--- src/rtl/word_finder_kmp_pkg.sv ---
// word_finder_kmp_pkg: shared state encoding, character constants and case folding
package word_finder_kmp_pkg;
    typedef enum logic [1:0] {IDLE, BUILD, RUN} state_t;
    localparam logic [7:0] CH_A = 8'h41, CH_Z = 8'h5A, CASE_BIT = 8'h20;
    function automatic logic [31:0] fold_case(input logic [31:0] c);
        return (c >= 32'(CH_A) && c <= 32'(CH_Z)) ? c | 32'(CASE_BIT) : c;
    endfunction
endpackage

--- src/rtl/word_finder_kmp_if.sv ---
// word_finder_kmp_if: configuration and character-stream signals of the word finder
interface word_finder_kmp_if #(
    parameter int MAX_LEN = 16,
    parameter int CHAR_W = 8,
    parameter int CNT_W = 16,
    localparam int AW = $clog2(MAX_LEN)
);
    logic cfg_clr, cfg_we, cfg_build, nocase, overlap;
    logic [AW-1:0] cfg_addr;
    logic [CHAR_W-1:0] cfg_char;
    logic [AW:0] cfg_len;
    logic in_valid, in_ready, match, busy, armed;
    logic [CHAR_W-1:0] letter;
    logic [CNT_W-1:0] match_cnt;
    modport master (
        output cfg_clr, cfg_we, cfg_addr, cfg_char, cfg_len, cfg_build, nocase, overlap, in_valid, letter,
        input in_ready, match, match_cnt, busy, armed
    );
    modport slave (
        input cfg_clr, cfg_we, cfg_addr, cfg_char, cfg_len, cfg_build, nocase, overlap, in_valid, letter,
        output in_ready, match, match_cnt, busy, armed
    );
endinterface

--- src/rtl/kmp_fail_builder.sv ---
// kmp_fail_builder: computes the KMP failure table one step per cycle after start
module kmp_fail_builder #(
    parameter int MAX_LEN = 16,
    parameter int CHAR_W = 8,
    localparam int AW = $clog2(MAX_LEN)
) (
    input  logic              clk,
    input  logic              rst_n,
    input  logic              start,
    input  logic              abort,
    input  logic [AW:0]       len,
    input  logic [CHAR_W-1:0] pat [MAX_LEN],
    output logic [AW-1:0]     fail [MAX_LEN],
    output logic              done
);
    logic run;
    logic [AW:0] i;
    logic [AW-1:0] k;
    assign done = run && i == len;
    always_ff @(posedge clk or negedge rst_n)
        if (!rst_n) begin
            run <= 1'b0;
            i <= '0;
            k <= '0;
            fail <= '{default: '0};
        end else if (abort) run <= 1'b0;
        else if (start) begin
            run <= 1'b1;
            i <= (AW+1)'(1);
            k <= '0;
            fail[0] <= '0;
        end else if (run) begin
            if (i == len) run <= 1'b0;
            else if (pat[AW'(i)] == pat[k]) begin
                k <= k + AW'(1);
                fail[AW'(i)] <= k + AW'(1);
                i <= i + (AW+1)'(1);
            end else if (k != '0) k <= fail[k - AW'(1)];
            else begin
                fail[AW'(i)] <= '0;
                i <= i + (AW+1)'(1);
            end
        end
endmodule

--- src/rtl/word_finder_kmp.sv ---
// word_finder_kmp: streaming KMP matcher with loadable pattern, overlap/nocase modes and saturating count
module word_finder_kmp
    import word_finder_kmp_pkg::*;
#(
    parameter int MAX_LEN = 16,
    parameter int CHAR_W = 8,
    parameter int CNT_W = 16,
    localparam int AW = $clog2(MAX_LEN)
) (
    input logic clk,
    input logic rst_n,
    word_finder_kmp_if.slave bus
);
    state_t st, nxt;
    logic [CHAR_W-1:0] p [MAX_LEN];
    logic [CHAR_W-1:0] pf [MAX_LEN];
    logic [AW-1:0] fail [MAX_LEN];
    logic [AW:0] len_q, j, jn, len_c;
    logic nc_q, ov_q, hold_v, done, bld, eq, fb, res, hit, match_q;
    logic [CHAR_W-1:0] hold_c;
    logic [CNT_W-1:0] cnt;

    function automatic logic [CHAR_W-1:0] fold(input logic [CHAR_W-1:0] c, input logic en);
        return en ? CHAR_W'(fold_case(32'(c))) : c;
    endfunction

    kmp_fail_builder #(.MAX_LEN(MAX_LEN), .CHAR_W(CHAR_W)) u_fb (
        .clk(clk), .rst_n(rst_n), .start(bld), .abort(bus.cfg_clr),
        .len(len_q), .pat(pf), .fail(fail), .done(done)
    );

    always_comb begin
        for (int n = 0; n < MAX_LEN; n++) pf[n] = fold(p[n], nc_q);
        len_c = bus.cfg_len > (AW+1)'(MAX_LEN) ? (AW+1)'(MAX_LEN) : bus.cfg_len;
        bld = !bus.cfg_clr && bus.cfg_build && bus.cfg_len != '0 && st != BUILD;
        nxt = bus.cfg_clr ? IDLE : bld ? BUILD : (st == BUILD && done) ? RUN : st;
        // a mismatch with j>0 falls back and keeps the letter held for another compare
        eq = hold_v && hold_c == pf[AW'(j)];
        fb = hold_v && !eq && j != '0;
        res = hold_v && !fb;
        jn = j + (AW+1)'(eq);
        hit = res && jn == len_q;
        bus.in_ready = st == RUN && (!hold_v || res);
    end

    assign bus.busy = st == BUILD;
    assign bus.armed = st == RUN;
    assign bus.match = match_q;
    assign bus.match_cnt = cnt;

    always_ff @(posedge clk or negedge rst_n)
        if (!rst_n) st <= IDLE;
        else st <= nxt;

    always_ff @(posedge clk or negedge rst_n)
        if (!rst_n) begin
            p <= '{default: '0};
            len_q <= '0;
            nc_q <= 1'b0;
            ov_q <= 1'b0;
            j <= '0;
            hold_v <= 1'b0;
            hold_c <= '0;
            match_q <= 1'b0;
            cnt <= '0;
        end else begin
            if (bus.cfg_we && st == IDLE) p[bus.cfg_addr] <= bus.cfg_char;
            if (bld) begin
                len_q <= len_c;
                nc_q <= bus.nocase;
                ov_q <= bus.overlap;
            end
            if (bus.cfg_clr || bld) begin
                j <= '0;
                hold_v <= 1'b0;
                match_q <= 1'b0;
                cnt <= '0;
            end else begin
                match_q <= hit;
                if (hit && cnt != '1) cnt <= cnt + CNT_W'(1);
                j <= fb ? {1'b0, fail[AW'(j - (AW+1)'(1))]} :
                     hit ? (ov_q ? {1'b0, fail[AW'(len_q - (AW+1)'(1))]} : '0) : jn;
                if (bus.in_valid && bus.in_ready) begin
                    hold_v <= 1'b1;
                    hold_c <= fold(bus.letter, nc_q);
                end else if (res) hold_v <= 1'b0;
            end
        end
endmodule

--- src/flat_wrapper.sv ---
// flat-port wrapper written by rule: the top's interface ports become plain ports
module word_finder_kmp_flat import word_finder_kmp_pkg::*;
#(
    parameter int MAX_LEN = 16,
    parameter int CHAR_W = 8,
    parameter int CNT_W = 16,
    localparam int AW = $clog2(MAX_LEN)
)
  (clk, rst_n, bus_cfg_clr, bus_cfg_we, bus_cfg_addr, bus_cfg_char, bus_cfg_len, bus_cfg_build, bus_nocase, bus_overlap, bus_in_valid, bus_letter, bus_in_ready, bus_match, bus_match_cnt, bus_busy, bus_armed);
  word_finder_kmp_if #(.MAX_LEN(MAX_LEN), .CHAR_W(CHAR_W), .CNT_W(CNT_W)) bus_i ();
  input logic clk;
  input logic rst_n;
  input wire logic [$bits(bus_i.cfg_clr)-1:0] bus_cfg_clr;
  input wire logic [$bits(bus_i.cfg_we)-1:0] bus_cfg_we;
  input wire logic [$bits(bus_i.cfg_addr)-1:0] bus_cfg_addr;
  input wire logic [$bits(bus_i.cfg_char)-1:0] bus_cfg_char;
  input wire logic [$bits(bus_i.cfg_len)-1:0] bus_cfg_len;
  input wire logic [$bits(bus_i.cfg_build)-1:0] bus_cfg_build;
  input wire logic [$bits(bus_i.nocase)-1:0] bus_nocase;
  input wire logic [$bits(bus_i.overlap)-1:0] bus_overlap;
  input wire logic [$bits(bus_i.in_valid)-1:0] bus_in_valid;
  input wire logic [$bits(bus_i.letter)-1:0] bus_letter;
  output wire logic [$bits(bus_i.in_ready)-1:0] bus_in_ready;
  output wire logic [$bits(bus_i.match)-1:0] bus_match;
  output wire logic [$bits(bus_i.match_cnt)-1:0] bus_match_cnt;
  output wire logic [$bits(bus_i.busy)-1:0] bus_busy;
  output wire logic [$bits(bus_i.armed)-1:0] bus_armed;
  assign bus_i.cfg_clr = bus_cfg_clr;
  assign bus_i.cfg_we = bus_cfg_we;
  assign bus_i.cfg_addr = bus_cfg_addr;
  assign bus_i.cfg_char = bus_cfg_char;
  assign bus_i.cfg_len = bus_cfg_len;
  assign bus_i.cfg_build = bus_cfg_build;
  assign bus_i.nocase = bus_nocase;
  assign bus_i.overlap = bus_overlap;
  assign bus_i.in_valid = bus_in_valid;
  assign bus_i.letter = bus_letter;
  assign bus_in_ready = bus_i.in_ready;
  assign bus_match = bus_i.match;
  assign bus_match_cnt = bus_i.match_cnt;
  assign bus_busy = bus_i.busy;
  assign bus_armed = bus_i.armed;
  word_finder_kmp #(.MAX_LEN(MAX_LEN), .CHAR_W(CHAR_W), .CNT_W(CNT_W)) u_core (.clk(clk), .rst_n(rst_n), .bus(bus_i));
endmodule
--- config.mk ---
export PLATFORM = sky130hd
export DESIGN_NAME = word_finder_kmp_flat
export DESIGN_NICKNAME = d
export VERILOG_FILES = /design/src/rtl/word_finder_kmp_pkg.sv /design/src/rtl/word_finder_kmp_if.sv /design/src/rtl/kmp_fail_builder.sv /design/src/rtl/word_finder_kmp.sv /design/src/flat_wrapper.sv
export SDC_FILE = /design/constraint.sdc
export NUM_CORES = 1
export LEC_CHECK = 0
export CAP_MARGIN = 40
export CORE_ASPECT_RATIO = 1.25
export CORE_UTILIZATION = 55
export CTS_CLUSTER_SIZE = 16
export DETAILED_ROUTE_END_ITERATION = 12
export PLACE_DENSITY = 0.83
export SLEW_MARGIN = 20
export SYNTH_ARGS = -nofsm -noshare
export SYNTH_HDL_FRONTEND = slang
export SYNTH_SLANG_ARGS = --single-unit
--- constraint.sdc ---
create_clock -name clk -period 10.95 [get_ports clk]
set_clock_uncertainty 0.1 [all_clocks]
set_input_delay 2.19 -clock clk [delete_from_list [all_inputs] [get_ports clk]]
set_output_delay 2.19 -clock clk [all_outputs]
set_load 0.01 [all_outputs]
==> summary.json, run 1 <==
{
  "setup_path": {
    "timing.critical_path.to_type": "primary output",
    "cp.required_ns": 8.66,
    "critical_path.max_fanout": 37,
    "worst_path_most_repeated_cell": "sky130_fd_sc_hd__buf_4",
    "worstPathCellList": "buf_4 -> inv_1 -> mux4_2 -> xnor2_1 -> o31ai_1 -> nand3_1 -> o31ai_2 -> buf_4 -> and2_1 -> clkdlybuf4s50_1",
    "setup_slack_of_the_worst_register_to_register_path_ns": 5.18,
    "critical_path.reg2reg.endpoint": "u_core.bus.match_cnt[9]$_DFFE_PN0P_",
    "crit_path_end": "bus_in_ready",
    "rr_worst_depth": 17,
    "cell_type_of_the_slowest_stage_on_the_worst_timing_path": "sky130_fd_sc_hd__mux4_2",
    "timing_worst_setup_path_type": "flop to primary output",
    "worst-endpoint-arrival_ns": 4.42,
    "crit_path_start": "u_core.j[0]$_DFF_PN0_",
    "worst_r2r_startpoint": "u_core.j[0]$_DFF_PN0_",
    "critPathLaunchType": "flop",
    "cp_slowest_stage_delay_ns": 0.57
  },
  "die": {
    "die_h_um": 190,
    "ioPinCount": 53,
    "floorplan.initialDensity_pct": 56.2,
    "die-area_mm2": 0.0289,
    "std_cell_rows": 68,
    "coreArea_mm2": 0.0277,
    "chipWidth_um": 152
  },
  "sta": {
    "whs_ns": 0.415,
    "min_period_ns": 6.71,
    "number_of_hold_violations_in_the_final_report": 0,
    "worst_margin_slew_ns": 0.938,
    "final.period_utilization_pct": 61.3,
    "rsz0062_at_grt": "no",
    "timing.fmax_mhz": 149,
    "endpoints_failing_setup": 0,
    "slew_violations": 0,
    "total_negative_slack_for_setup_checks_ns": 0,
    "maxSlewHeadroom_pct": 36.9
  },
  "synthesis": {
    "yosys-top-cells-area": "sky130_fd_sc_hd__dfrtp_1, sky130_fd_sc_hd__mux4_2, sky130_fd_sc_hd__mux2_2",
    "synth.top_cell.area_share_pct": 39.0,
    "ys.warnings.count": 0,
    "synth_area_leader_cell": "sky130_fd_sc_hd__dfrtp_1",
    "mappedNetlistNets": 1321,
    "synth.lib_cells_used.distinct": 74,
    "synth_ff_type": "sky130_fd_sc_hd__dfrtp_1",
    "synth_seq_area_share_pct": 39.0,
    "synth_seq_cells": 242,
    "syn_area_mm2": 0.0155,
    "syn_avg_cell_area_um2": 12.2,
    "synthesis.instances": 1276,
    "asyncSetResetFlopFracSynth_pct": 100,
    "edff_count_synth": 0
  },
  "place": {
    "number_of_buffers_inserted_by_port_buffering": 52,
    "half_perimeter_wire_length_after_detailed_placement_mm": 33.0,
    "place_congestion": 1.03,
    "placed_cells_incl_taps": 1618
  },
  "drt": {
    "number_of_vias_after_detailed_routing": 12198,
    "antenna_left": 0,
    "dr.pass1.iters": 9,
    "drt-total-wl_mm": 45.8,
    "wl_per_cell_um": 27.5,
    "post-route-drc-count": 4,
    "drt_first_iter_violations": 1309,
    "routed_via_density": 7.32
  },
  "layout": {
    "fin_util_pct": 62.3,
    "post_route_cells_drive_above_1_share_pct": 28.0,
    "instances_no_fill": 1667,
    "filler_cell_count": 2046,
    "fin_nets": 1346,
    "area_growth_pct": 10.9
  },
  "cts": {
    "clock_path_buffers": 3,
    "clk_pin_slew_ns": 0.06,
    "post_cts.resized_instances": 0,
    "cts-hold-fix-buffers": 0,
    "clock_tree_root": "sky130_fd_sc_hd__clkbuf_16",
    "clock_insertion_delay_worst_skew_ns": 0.53,
    "htree_num_levels": 1,
    "cts_tree": "yes",
    "cts_made_buffers": 25,
    "cts_setup_buffers": 0,
    "clock_sinks": 242
  },
  "global_route": {
    "grt_usage_pct": 32.3,
    "overflow": 0,
    "grt_pass1_wl_mm": 71.9,
    "grt_start_max_net_pins": 95,
    "grt_pass1_vias": 12273,
    "grt_antenna_before_repair": 0
  },
  "run": {
    "timing.max_cap.violations": 0
  },
  "power": {
    "power_per_unit_of_standard_cell_area_mw_per_mm2": 207,
    "ir_worst_vdd_uv": 212,
    "power_leakage_nw": 6.89
  },
  "run_status": {
    "failed_checks": "design-rule violations",
    "result_of_the_run": "finished, violations left"
  },
  "hold_path": {
    "holdCritPathClass": "flop to flop"
  }
}
worst min-delay path by stage:
stage	startpoint	end	slack, ns	cells after the start
final	u_core.p[29]$_DFFE_PN0P_	u_core.p[29]$_DFFE_PN0P_	0.42	1
after global routing	u_core.p[29]$_DFFE_PN0P_	u_core.p[29]$_DFFE_PN0P_	0.43	1
after CTS	u_core.p[29]$_DFFE_PN0P_	u_core.p[29]$_DFFE_PN0P_	0.41	1
after global placement	u_core.p[61]$_DFFE_PN0P_	u_core.p[61]$_DFFE_PN0P_	0.39	1
after floorplan	u_core.p[29]$_DFFE_PN0P_	u_core.p[29]$_DFFE_PN0P_	0.38	1
after detailed placement	u_core.p[29]$_DFFE_PN0P_	u_core.p[29]$_DFFE_PN0P_	0.40	1
sequential cells by signal, indices dropped and copies added, names as in the netlist:
signal	count
u_core.nc_q	1
u_core.ov_q	1
u_core.u_fb.fail	64
u_core.hold_v	1
u_core.j	5
u_core.st	2
u_core.u_fb.run	1
u_core.p	128
u_core.bus.match	1
u_core.len_q	5
u_core.hold_c	8
u_core.bus.match_cnt	16
u_core.u_fb.k	4
u_core.u_fb.i	5
critical path, delay by kind of cell (launching register included):
kind                      cells  cell delay (ns)
AOI/OAI and AO/OA             2             0.65
xor gates and xnor gates      1             0.14
buffers and inverters         4             1.80
DFF                           1             0.34
muxes                         1             0.57
and+or+nand+nor               2             0.34
metal layers:
metal	track usage (%)	wire, um	vias to the layer above
li1	-	-	5086
met1	40.2	16500	6137
met2	55.0	22800	779
met3	4.01	3570	196
met4	18.2	2940	0
met5	0	0	-
kinds of logic (layout without fill, tap and decap cells):
logic type               Yosys count  count (layout)  synth area share, %
AND/OR/NAND/NOR                  316             316                 10.3
multiplexers                     312             312                 32.5
flip-flops                       242             242                 39.0
AO/OA/AOI/OAI                    238             238                 11.8
buffers and inverters            117             157                 3.14
XOR/XNOR                          39              39                 2.25
adder cells (fa/ha/maj)           12              12                0.967
other                              0               1                    0
where the power goes:
| group | switching, W | internal (W) |
|---|---|---|
| sequential | 0.000299 | 0.00106 |
| combinational | 0.000719 | 0.000674 |
| clock | 0.000352 | 0.000469 |
stage by stage:
| stage | instance area (um^2) | total power, W | setup WS, ns |
|---|---|---|---|
| detailed placement | 16400 | 0.00271 | 4.46 |
| floorplan | 15500 | 0.00226 | 5.82 |
| finish | 17200 | 0.00357 | 4.24 |
| global route | 17200 | 0.00369 | 3.97 |
| global placement | 16200 | 0.00265 | 4.53 |
| CTS | 17200 | 0.00353 | 3.90 |
synth_stat cells, types with 6 or more instances:
master                        n
sky130_fd_sc_hd__nor4_1       6
sky130_fd_sc_hd__dfrtp_1    242
sky130_fd_sc_hd__mux4_2     139
sky130_fd_sc_hd__inv_1       30
sky130_fd_sc_hd__a22o_1      31
sky130_fd_sc_hd__nand2_1    101
sky130_fd_sc_hd__nor2b_1     16
sky130_fd_sc_hd__and2_1      14
sky130_fd_sc_hd__mux2_2     143
sky130_fd_sc_hd__xnor2_1     22
sky130_fd_sc_hd__xor2_1      16
sky130_fd_sc_hd__nand3_1     29
sky130_fd_sc_hd__o22ai_1     11
sky130_fd_sc_hd__o2bb2ai_1   22
sky130_fd_sc_hd__o21ai_0     22
sky130_fd_sc_hd__nand2b_1     9
sky130_fd_sc_hd__mux2i_1     29
sky130_fd_sc_hd__o31ai_1     16
sky130_fd_sc_hd__buf_1        8
sky130_fd_sc_hd__clkbuf_1    50
sky130_fd_sc_hd__ha_1        12
sky130_fd_sc_hd__a21oi_1     36
sky130_fd_sc_hd__or4_1       21
sky130_fd_sc_hd__nand4_1     13
sky130_fd_sc_hd__a31oi_1     11
sky130_fd_sc_hd__nor3_1      30
sky130_fd_sc_hd__a211oi_1     6
sky130_fd_sc_hd__buf_2       24
sky130_fd_sc_hd__a221oi_1    15
sky130_fd_sc_hd__a32o_1      15
sky130_fd_sc_hd__nor2_1      45
sky130_fd_sc_hd__and3_1      12
layout by cell type, fill, tap and decap left out, drive strengths merged, types with 24 or more instances in the layout:
cell type,netlist,final
dfrtp,242,242
mux2,144,144
mux4,139,139
nand2,101,101
clkdlybuf4s50,0,51
nor2,45,45
clkbuf,50,38
a21oi,36,36
buf,36,33
a22o,31,31
nor3,31,31
nand3,31,31
inv,30,30
mux2i,29,29
o21ai,24,24
layout make-up:
| class | instances | area, um^2 | area share, % |
|---|---|---|---|
| clock buffer | 38 | 754 | 4.38 |
| timing repair buffer | 84 | 850 | 4.93 |
| clock inverter | 4 | 20.0 | 0.116 |
| multi-input combinational | 917 | 8980 | 52.1 |
| antenna | 1 | 2.50 | 0.0145 |
| inverter | 31 | 116 | 0.675 |
| tap | 350 | 438 | 2.54 |
| sequential | 242 | 6060 | 35.2 |
Note: power is estimated with default switching activity, not from simulation.
==> run 2: changes to the inputs <==
Clock period 10.95 ns to 6.5 ns, I/O delays scaled along.
==> summary.json, run 2 (synthesized netlist as in run 1, its figures left out) <==
{
  "cts": {
    "clock_path_buffers": {"value": 3, "change": "unchanged"},
    "clk_pin_slew": {"value": 0.07, "unit": "ns", "change": "about the same"},
    "clock_insertion_delay_worst_skew": {"value": 0.55, "unit": "ns", "change": "+0.02 ns"},
    "clock_sinks": {"value": 242, "change": "unchanged"},
    "cts_setup_buffers": {"value": 0, "change": "unchanged"},
    "cts_tree": "yes",
    "cts-hold-fix-buffers": {"value": 0, "change": "unchanged"},
    "cts_made_buffers": {"value": 26, "change": "+4.0%"},
    "post_cts.resized_instances": {"value": 0, "change": "unchanged"},
    "clock_tree_root": "sky130_fd_sc_hd__clkbuf_16",
    "htree_num_levels": {"value": 1, "change": "unchanged"}
  },
  "place": {
    "number_of_buffers_inserted_by_port_buffering": {"value": 52, "change": "unchanged"},
    "place_congestion": {"value": 1.02, "change": "-1.3%"},
    "detailed_place.area": {"value": 0.0164, "unit": "mm^2", "change": "+0.11%"},
    "half_perimeter_wire_length_after_detailed_placement": {"value": 32.4, "unit": "mm", "change": "-2.0%"}
  },
  "power": {
    "ir_worst_vdd": {"value": 277, "unit": "uV", "change": "+31%"},
    "power_leakage": {"value": 6.93, "unit": "nW", "change": "+0.48%"},
    "power_per_unit_of_standard_cell_area": {"value": 354, "unit": "mW/mm^2", "change": "+71%"}
  },
  "die": {
    "ioPinCount": {"value": 53, "change": "unchanged"},
    "std_cell_rows": {"value": 68, "change": "unchanged"},
    "coreArea": {"value": 0.0277, "unit": "mm^2", "change": "unchanged"},
    "floorplan.initialDensity": {"value": 56.2, "unit": "%", "change": "unchanged"},
    "chipWidth": {"value": 152, "unit": "um", "change": "unchanged"},
    "die_h": {"value": 190, "unit": "um", "change": "unchanged"},
    "die-area": {"value": 0.0289, "unit": "mm^2", "change": "unchanged"}
  },
  "setup_path": {
    "critical_path.max_fanout": {"value": 23, "change": "-38%"},
    "worst_r2r_startpoint": "u_core.j[1]$_DFF_PN0_",
    "worstPathCellList": "buf_16 -> mux4_2 -> mux2i_1 -> mux2i_1 -> xor2_1 -> nor4_1 -> nand3_1 -> nor4_1 -> ha_1 -> ha_1 -> and3_1 -> nor3_1 -> a21oi_1 -> a21oi_1 -> nor3_1 -> buf_4 -> nand3_1 -> or4_1 -> a21oi_1",
    "critPathLaunchType": "flop",
    "cp_slowest_stage_delay": {"value": 0.76, "unit": "ns", "change": "+0.19 ns"},
    "timing.critical_path.to_type": "flop",
    "cp.buffers_inverters": {"value": 2, "change": "-2"},
    "timing_worst_setup_path_type": "flop to flop",
    "worst-endpoint-arrival": {"value": 6.00, "unit": "ns", "change": "+1.58 ns"},
    "category_of_cells_accounting_for_the_largest_share_of_critical_path_delay": "simple AND/OR/NAND/NOR gates",
    "rr_worst_depth": {"value": 19, "change": "+2"},
    "setup_slack_of_the_worst_register_to_register_path": {"value": 0.84, "unit": "ns", "change": "-4.34 ns"},
    "critical_path.reg2reg.endpoint": "u_core.bus.match_cnt[9]$_DFFE_PN0P_",
    "cp.required": {"value": 6.84, "unit": "ns", "change": "-1.82 ns"},
    "cell_type_of_the_slowest_stage_on_the_worst_timing_path": "sky130_fd_sc_hd__dfrtp_2",
    "worst_path_most_repeated_cell": "sky130_fd_sc_hd__a21oi_1"
  },
  "global_route": {
    "grt_pass1_wl": {"value": 72.5, "unit": "mm", "change": "+0.81%"},
    "grt_antenna_before_repair": {"value": 0, "change": "unchanged"},
    "grt_usage": {"value": 32.4, "unit": "%", "change": "+0.11 points"},
    "overflow": {"value": 0, "change": "unchanged"},
    "grt_start_max_net_pins": {"value": 154, "change": "+62%"},
    "grt_pass1_vias": {"value": 12387, "change": "+0.93%"}
  },
  "layout": {
    "largest_reg_by_ff_count": "u_core.p",
    "layout_common_cells": "sky130_fd_sc_hd__dfrtp_1, sky130_fd_sc_hd__mux2_2, sky130_fd_sc_hd__mux4_2, sky130_fd_sc_hd__nand2_1, sky130_fd_sc_hd__clkdlybuf4s50_1",
    "antenna_cells": {"value": 0, "change": "-1"},
    "area_used_by_multi_input_combinational_logic": {"value": 0.00898, "unit": "mm^2", "change": "unchanged"},
    "fin_nets": {"value": 1346, "change": "unchanged"},
    "finalInstanceArea": {"value": 0.0173, "unit": "mm^2", "change": "+0.52%"},
    "layout_commonest_cell": "sky130_fd_sc_hd__dfrtp_1",
    "filler_cell_count": {"value": 2015, "change": "-1.5%"},
    "largest_register_ff_count": {"value": 128, "change": "unchanged"},
    "ff_latch_area": {"value": 0.00606, "unit": "mm^2", "change": "unchanged"},
    "post_route_cells_drive_above_1_share": {"value": 28.1, "unit": "%", "change": "+0.088 points"},
    "area_growth_pct": 11.5
  },
  "sta": {
    "final.period_utilization_pct": 87.0,
    "endpoints_failing_setup": {"value": 0, "change": "unchanged"},
    "slew_violations": {"value": 0, "change": "unchanged"},
    "maxSlewHeadroom": {"value": 36.1, "unit": "%", "change": "-0.76 points"},
    "timing.fmax_mhz": 177,
    "rsz0062_at_grt": "no",
    "min_period_ns": 5.66,
    "number_of_hold_violations_in_the_final_report": {"value": 0, "change": "unchanged"},
    "total_negative_slack_for_setup_checks": {"value": 0, "unit": "ns", "change": "unchanged"},
    "worst_margin_slew": {"value": 0.950, "unit": "ns", "change": "+0.0113 ns"}
  },
  "drt": {
    "number_of_vias_after_detailed_routing": {"value": 12436, "change": "+2.0%"},
    "post-route-drc-count": {"value": 2, "change": "-2"},
    "dr.pass1.iters": {"value": 10, "change": "+1"},
    "wl_per_cell": {"value": 27.5, "unit": "um", "change": "about the same"},
    "drt-total-wl": {"value": 45.9, "unit": "mm", "change": "+0.19%"},
    "antenna_left": {"value": 0, "change": "unchanged"},
    "routed_via_density": {"value": 7.45, "change": "+1.8%"},
    "drt_first_iter_violations": {"value": 1516, "change": "+16%"}
  },
  "hold_path": {
    "worst_case_hold_path_end_point": "u_core.p[29]$_DFFE_PN0P_",
    "holdCritPathClass": "flop to flop",
    "startpoint_of_the_tightest_hold_check_path": "u_core.p[29]$_DFFE_PN0P_",
    "worst_hold_path.num_cells": {"value": 1, "change": "unchanged"}
  },
  "run_status": {
    "result_of_the_run": "finished, violations left",
    "failed_checks": "design-rule violations"
  },
  "run": {
    "timing.max_cap.violations": {"value": 0, "change": "unchanged"}
  }
}
==> run 2: area by class of cell <==
type / count / share of cell area [%]
repair buffers: 83 / 4.88
clock inverters: 7 / 0.520
clock buffers: 39 / 4.51
well taps: 350 / 2.53
inverters: 31 / 0.672
multi-input cells: 917 / 51.9
flip-flops and latches: 242 / 35.0
==> run 2: worst max-delay path by stage <==
stage	start	end	slack, ns	depth (start not counted)
finish	u_core.j[1]$_DFF_PN0_	u_core.bus.match_cnt[9]$_DFFE_PN0P_	0.84	19
global route	u_core.j[1]$_DFF_PN0_	u_core.bus.match_cnt[10]$_DFFE_PN0P_	0.41	19
CTS	u_core.j[1]$_DFF_PN0_	u_core.bus.match_cnt[9]$_DFFE_PN0P_	0.92	19
detailed placement	u_core.j[1]$_DFF_PN0_	u_core.bus.match_cnt[9]$_DFFE_PN0P_	0.93	19
global placement	u_core.j[1]$_DFF_PN0_	u_core.bus.match_cnt[7]$_DFFE_PN0P_	1.02	18
floorplan	u_core.j[1]$_DFF_PN0_	u_core.bus.match_cnt[10]$_DFFE_PN0P_	1.91	21
==> run 2: routing by layer <==
layer,track usage (%),share of wire (%),up-vias
met5,0,0,-
met4,19.5,7.0,0
met3,5.99,9.8,230
met2,54.4,49,893
met1,39.2,35,6241
li1,-,-,5072
==> run 2: power by group <==
part / total [W] / internal (W) / leakage (nW) / switching (W)
logic: 0.00233 / 0.00114 / 3.36 / 0.00119
registers: 0.00229 / 0.00178 / 3.15 / 0.000508
clock network: 0.00152 / 0.000904 / 0.423 / 0.000613
==> run 2: worst register-to-register path, cell delays in order, from the launching register on <==
cell	delay (ns)
sky130_fd_sc_hd__dfrtp_2	0.76
sky130_fd_sc_hd__buf_16	0.26
sky130_fd_sc_hd__mux4_2	0.51
sky130_fd_sc_hd__mux2i_1	0.15
sky130_fd_sc_hd__mux2i_1	0.11
sky130_fd_sc_hd__xor2_1	0.18
sky130_fd_sc_hd__nor4_1	0.28
sky130_fd_sc_hd__nand3_1	0.22
sky130_fd_sc_hd__nor4_1	0.39
sky130_fd_sc_hd__ha_1	0.24
sky130_fd_sc_hd__ha_1	0.23
sky130_fd_sc_hd__and3_1	0.17
sky130_fd_sc_hd__nor3_1	0.05
sky130_fd_sc_hd__a21oi_1	0.13
sky130_fd_sc_hd__a21oi_1	0.08
sky130_fd_sc_hd__nor3_1	0.19
sky130_fd_sc_hd__buf_4	0.23
sky130_fd_sc_hd__nand3_1	0.52
sky130_fd_sc_hd__or4_1	0.62
sky130_fd_sc_hd__a21oi_1	0.18
==> run 2: metrics by stage <==
stage | instances | setup slack [ns] | utilization (%) | hold WS [ns] | total power (W)
floorplan | 1276 | 1.91 | - | 0.381 | 0.00381
finish | 1669 | 0.843 | 62.6 | 0.421 | 0.00614
global placement | 1608 | 1.02 | 58.9 | 0.393 | 0.00442
detailed placement | 1619 | 0.926 | 59.3 | 0.408 | 0.00453
CTS | 1665 | 0.917 | 62.5 | 0.420 | 0.00605
global route | 1669 | 0.409 | 62.6 | 0.440 | 0.00635
==> run 3: changes to the inputs <==
Settings changed: PLACE_DENSITY 0.83 to 0.75.
==> summary.json, run 3 (synthesized netlist as in run 1, its figures left out) <==
{
  "run_status": {
    "result_of_the_run": "finished, violations left",
    "failed_checks": "design-rule violations"
  },
  "die": {
    "ioPinCount": {"value": 53, "change": "unchanged"},
    "die-area": {"value": 0.0289, "unit": "mm^2", "change": "unchanged"},
    "chipWidth": {"value": 152, "unit": "um", "change": "unchanged"},
    "die_h": {"value": 190, "unit": "um", "change": "unchanged"},
    "coreArea": {"value": 0.0277, "unit": "mm^2", "change": "unchanged"},
    "floorplan.initialDensity": {"value": 56.2, "unit": "%", "change": "unchanged"},
    "std_cell_rows": {"value": 68, "change": "unchanged"}
  },
  "layout": {
    "area_used_by_multi_input_combinational_logic": {"value": 0.00899, "unit": "mm^2", "change": "about the same"},
    "area_growth_pct": 11.9,
    "finalInstanceArea": {"value": 0.0174, "unit": "mm^2", "change": "+0.37%"},
    "ff_latch_area": {"value": 0.00606, "unit": "mm^2", "change": "unchanged"},
    "instances_no_fill": {"value": 1673, "change": "+0.24%"},
    "antenna_cells": {"value": 0, "change": "unchanged"},
    "largest_register_ff_count": {"value": 128, "change": "unchanged"},
    "post_route_cells_drive_above_1_share": {"value": 28.6, "unit": "%", "change": "+0.44 points"},
    "largest_reg_by_ff_count": "u_core.p",
    "filler_cell_count": {"value": 2080, "change": "+3.2%"},
    "layout_commonest_cell": "sky130_fd_sc_hd__dfrtp_1",
    "layout_common_cells": "sky130_fd_sc_hd__dfrtp_1, sky130_fd_sc_hd__mux2_2, sky130_fd_sc_hd__mux4_2, sky130_fd_sc_hd__nand2_1, sky130_fd_sc_hd__clkdlybuf4s50_1",
    "fin_nets": {"value": 1348, "change": "+0.15%"}
  },
  "cts": {
    "cts-hold-fix-buffers": {"value": 0, "change": "unchanged"},
    "clock_insertion_delay_worst_skew": {"value": 0.55, "unit": "ns", "change": "about the same"},
    "clock_tree_root": "sky130_fd_sc_hd__clkbuf_16",
    "htree_num_levels": {"value": 1, "change": "unchanged"},
    "cts_tree": "yes",
    "cts_setup_buffers": {"value": 0, "change": "unchanged"},
    "cts_made_buffers": {"value": 26, "change": "unchanged"},
    "clock_path_buffers": {"value": 3, "change": "unchanged"},
    "clock_sinks": {"value": 242, "change": "unchanged"},
    "post_cts.resized_instances": {"value": 0, "change": "unchanged"},
    "clk_pin_slew": {"value": 0.07, "unit": "ns", "change": "about the same"}
  },
  "setup_path": {
    "worst-endpoint-arrival": {"value": 4.31, "unit": "ns", "change": "-1.69 ns"},
    "crit_path_start": "u_core.j[0]$_DFF_PN0_",
    "cell_type_of_the_slowest_stage_on_the_worst_timing_path": "sky130_fd_sc_hd__dfrtp_2",
    "cp_slowest_stage_delay": {"value": 0.83, "unit": "ns", "change": "+0.07 ns"},
    "category_of_cells_accounting_for_the_largest_share_of_critical_path_delay": "buffers and inverters",
    "cp.buffers_inverters": {"value": 3, "change": "+1"},
    "timing.critical_path.to_type": "primary output",
    "worstPathCellList": "inv_1 -> mux4_2 -> xnor2_1 -> o31ai_1 -> nand3_1 -> o31ai_2 -> buf_4 -> and2_1 -> clkdlybuf4s50_1",
    "cp.required": {"value": 5.10, "unit": "ns", "change": "-1.74 ns"},
    "timing_worst_setup_path_type": "flop to primary output",
    "critical_path.max_fanout": {"value": 22, "change": "-4.3%"},
    "critPathLaunchType": "flop",
    "worst_r2r_startpoint": "u_core.j[0]$_DFF_PN0_"
  },
  "sta": {
    "final.period_utilization": {"value": 87.8, "unit": "%", "change": "+0.76 points"},
    "maxSlewHeadroom": {"value": 38.6, "unit": "%", "change": "+2.5 points"},
    "worst_margin_slew": {"value": 0.920, "unit": "ns", "change": "-0.0298 ns"},
    "min_period": {"value": 5.71, "unit": "ns", "change": "+0.0493 ns"},
    "whs": {"value": 0.417, "unit": "ns", "change": "-0.00424 ns"},
    "number_of_hold_violations_in_the_final_report": {"value": 0, "change": "unchanged"},
    "rsz0062_at_grt": "no",
    "slew_violations": {"value": 0, "change": "unchanged"},
    "timing.fmax": {"value": 175, "unit": "MHz", "change": "-0.86%"},
    "endpoints_failing_setup": {"value": 0, "change": "unchanged"},
    "total_negative_slack_for_setup_checks": {"value": 0, "unit": "ns", "change": "unchanged"}
  },
  "drt": {
    "drt_first_iter_violations": {"value": 1247, "change": "-18%"},
    "post-route-drc-count": {"value": 5, "change": "+3"},
    "dr.pass1.iters": {"value": 10, "change": "unchanged"},
    "antenna_left": {"value": 0, "change": "unchanged"},
    "number_of_vias_after_detailed_routing": {"value": 12268, "change": "-1.4%"},
    "wl_per_cell": {"value": 27.9, "unit": "um", "change": "+1.5%"},
    "routed_via_density": {"value": 7.33, "change": "-1.6%"},
    "drt-total-wl": {"value": 46.7, "unit": "mm", "change": "+1.8%"}
  },
  "place": {
    "detailed_place.area": {"value": 0.0164, "unit": "mm^2", "change": "about the same"},
    "number_of_buffers_inserted_by_port_buffering": {"value": 52, "change": "unchanged"},
    "half_perimeter_wire_length_after_detailed_placement": {"value": 33.4, "unit": "mm", "change": "+3.4%"},
    "placed_cells_incl_taps": {"value": 1621, "change": "+0.12%"},
    "place_congestion": {"value": 0.992, "change": "-2.3%"}
  },
  "global_route": {
    "grt_usage": {"value": 33.0, "unit": "%", "change": "+0.56 points"},
    "grt_pass1_wl": {"value": 72.6, "unit": "mm", "change": "+0.22%"},
    "grt_start_max_net_pins": {"value": 139, "change": "-9.7%"},
    "grt_antenna_before_repair": {"value": 1, "change": "+1"},
    "grt_pass1_vias": {"value": 12222, "change": "-1.3%"},
    "overflow": {"value": 0, "change": "unchanged"}
  },
  "hold_path": {
    "startpoint_of_the_tightest_hold_check_path": "u_core.p[61]$_DFFE_PN0P_",
    "holdCritPathClass": "flop to flop"
  },
  "power": {
    "power_leakage": {"value": 6.97, "unit": "nW", "change": "+0.59%"},
    "power_per_unit_of_standard_cell_area": {"value": 357, "unit": "mW/mm^2", "change": "+0.74%"},
    "ir_worst_vdd": {"value": 252, "unit": "uV", "change": "-9.2%"}
  },
  "run": {
    "timing.max_cap.violations": {"value": 0, "change": "unchanged"}
  }
}
[run 3: cell types whose count changed in the layout (fill, tap and decap cells not counted), sizes merged]
cell,before,now
buf,31,34
inv,30,31
clkinv,4,9
bufinv,2,4
clkinvlp,2,1
clkbuf,40,34
[run 3: per-stage QoR]
stage / setup slack (ns) / power (W) / utilization [%]
finish: 0.794 / 0.00621 / 62.9
global route: 0.393 / 0.00643 / 62.9
CTS: 0.823 / 0.00615 / 62.7
detailed placement: 0.939 / 0.00456 / 59.4
global placement: 1.03 / 0.00446 / 59.0
floorplan: 1.91 / 0.00381 / -
[run 3: final cells by class]
type                    instances  share of cell area, %
well taps                     350                   2.52
repair buffers                 85                   4.96
clock inverters                14                   1.05
flip-flops and latches        242                   34.9
multi-input cells             917                   51.7
inverters                      31                  0.669
clock buffers                  34                   4.21
[run 3: worst paths after layout]
kind                       depth (start not counted)                                    to  slack (ns)
hold / removal                                     1              u_core.p[61]$_DFFE_PN0P_        0.42
setup reg to reg                                  17  u_core.bus.match_cnt[10]$_DFFE_PN0P_        0.82
setup / recovery                                   9                          bus_in_ready        0.79
max in group asynchronous                          2          u_core.u_fb.k[0]$_DFFE_PN0P_        4.33
min in group asynchronous                          1      u_core.u_fb.fail[63]$_DFFE_PN0P_        0.67
hold reg to reg                                    1              u_core.p[61]$_DFFE_PN0P_        0.42
[run 3: metal layers]
layer,GRT usage (%),share of wire [%],vias up
met4,18.1,5.9,0
met1,39.2,35,6227
li1,-,-,5083
met3,6.40,8.7,199
met5,0,0,-
met2,56.6,50,759
[run 3: where the power goes]
| part | switching [W] | internal, W |
|---|---|---|
| clock network | 0.000631 | 0.000955 |
| logic | 0.00117 | 0.00114 |
| registers | 0.000524 | 0.00178 |
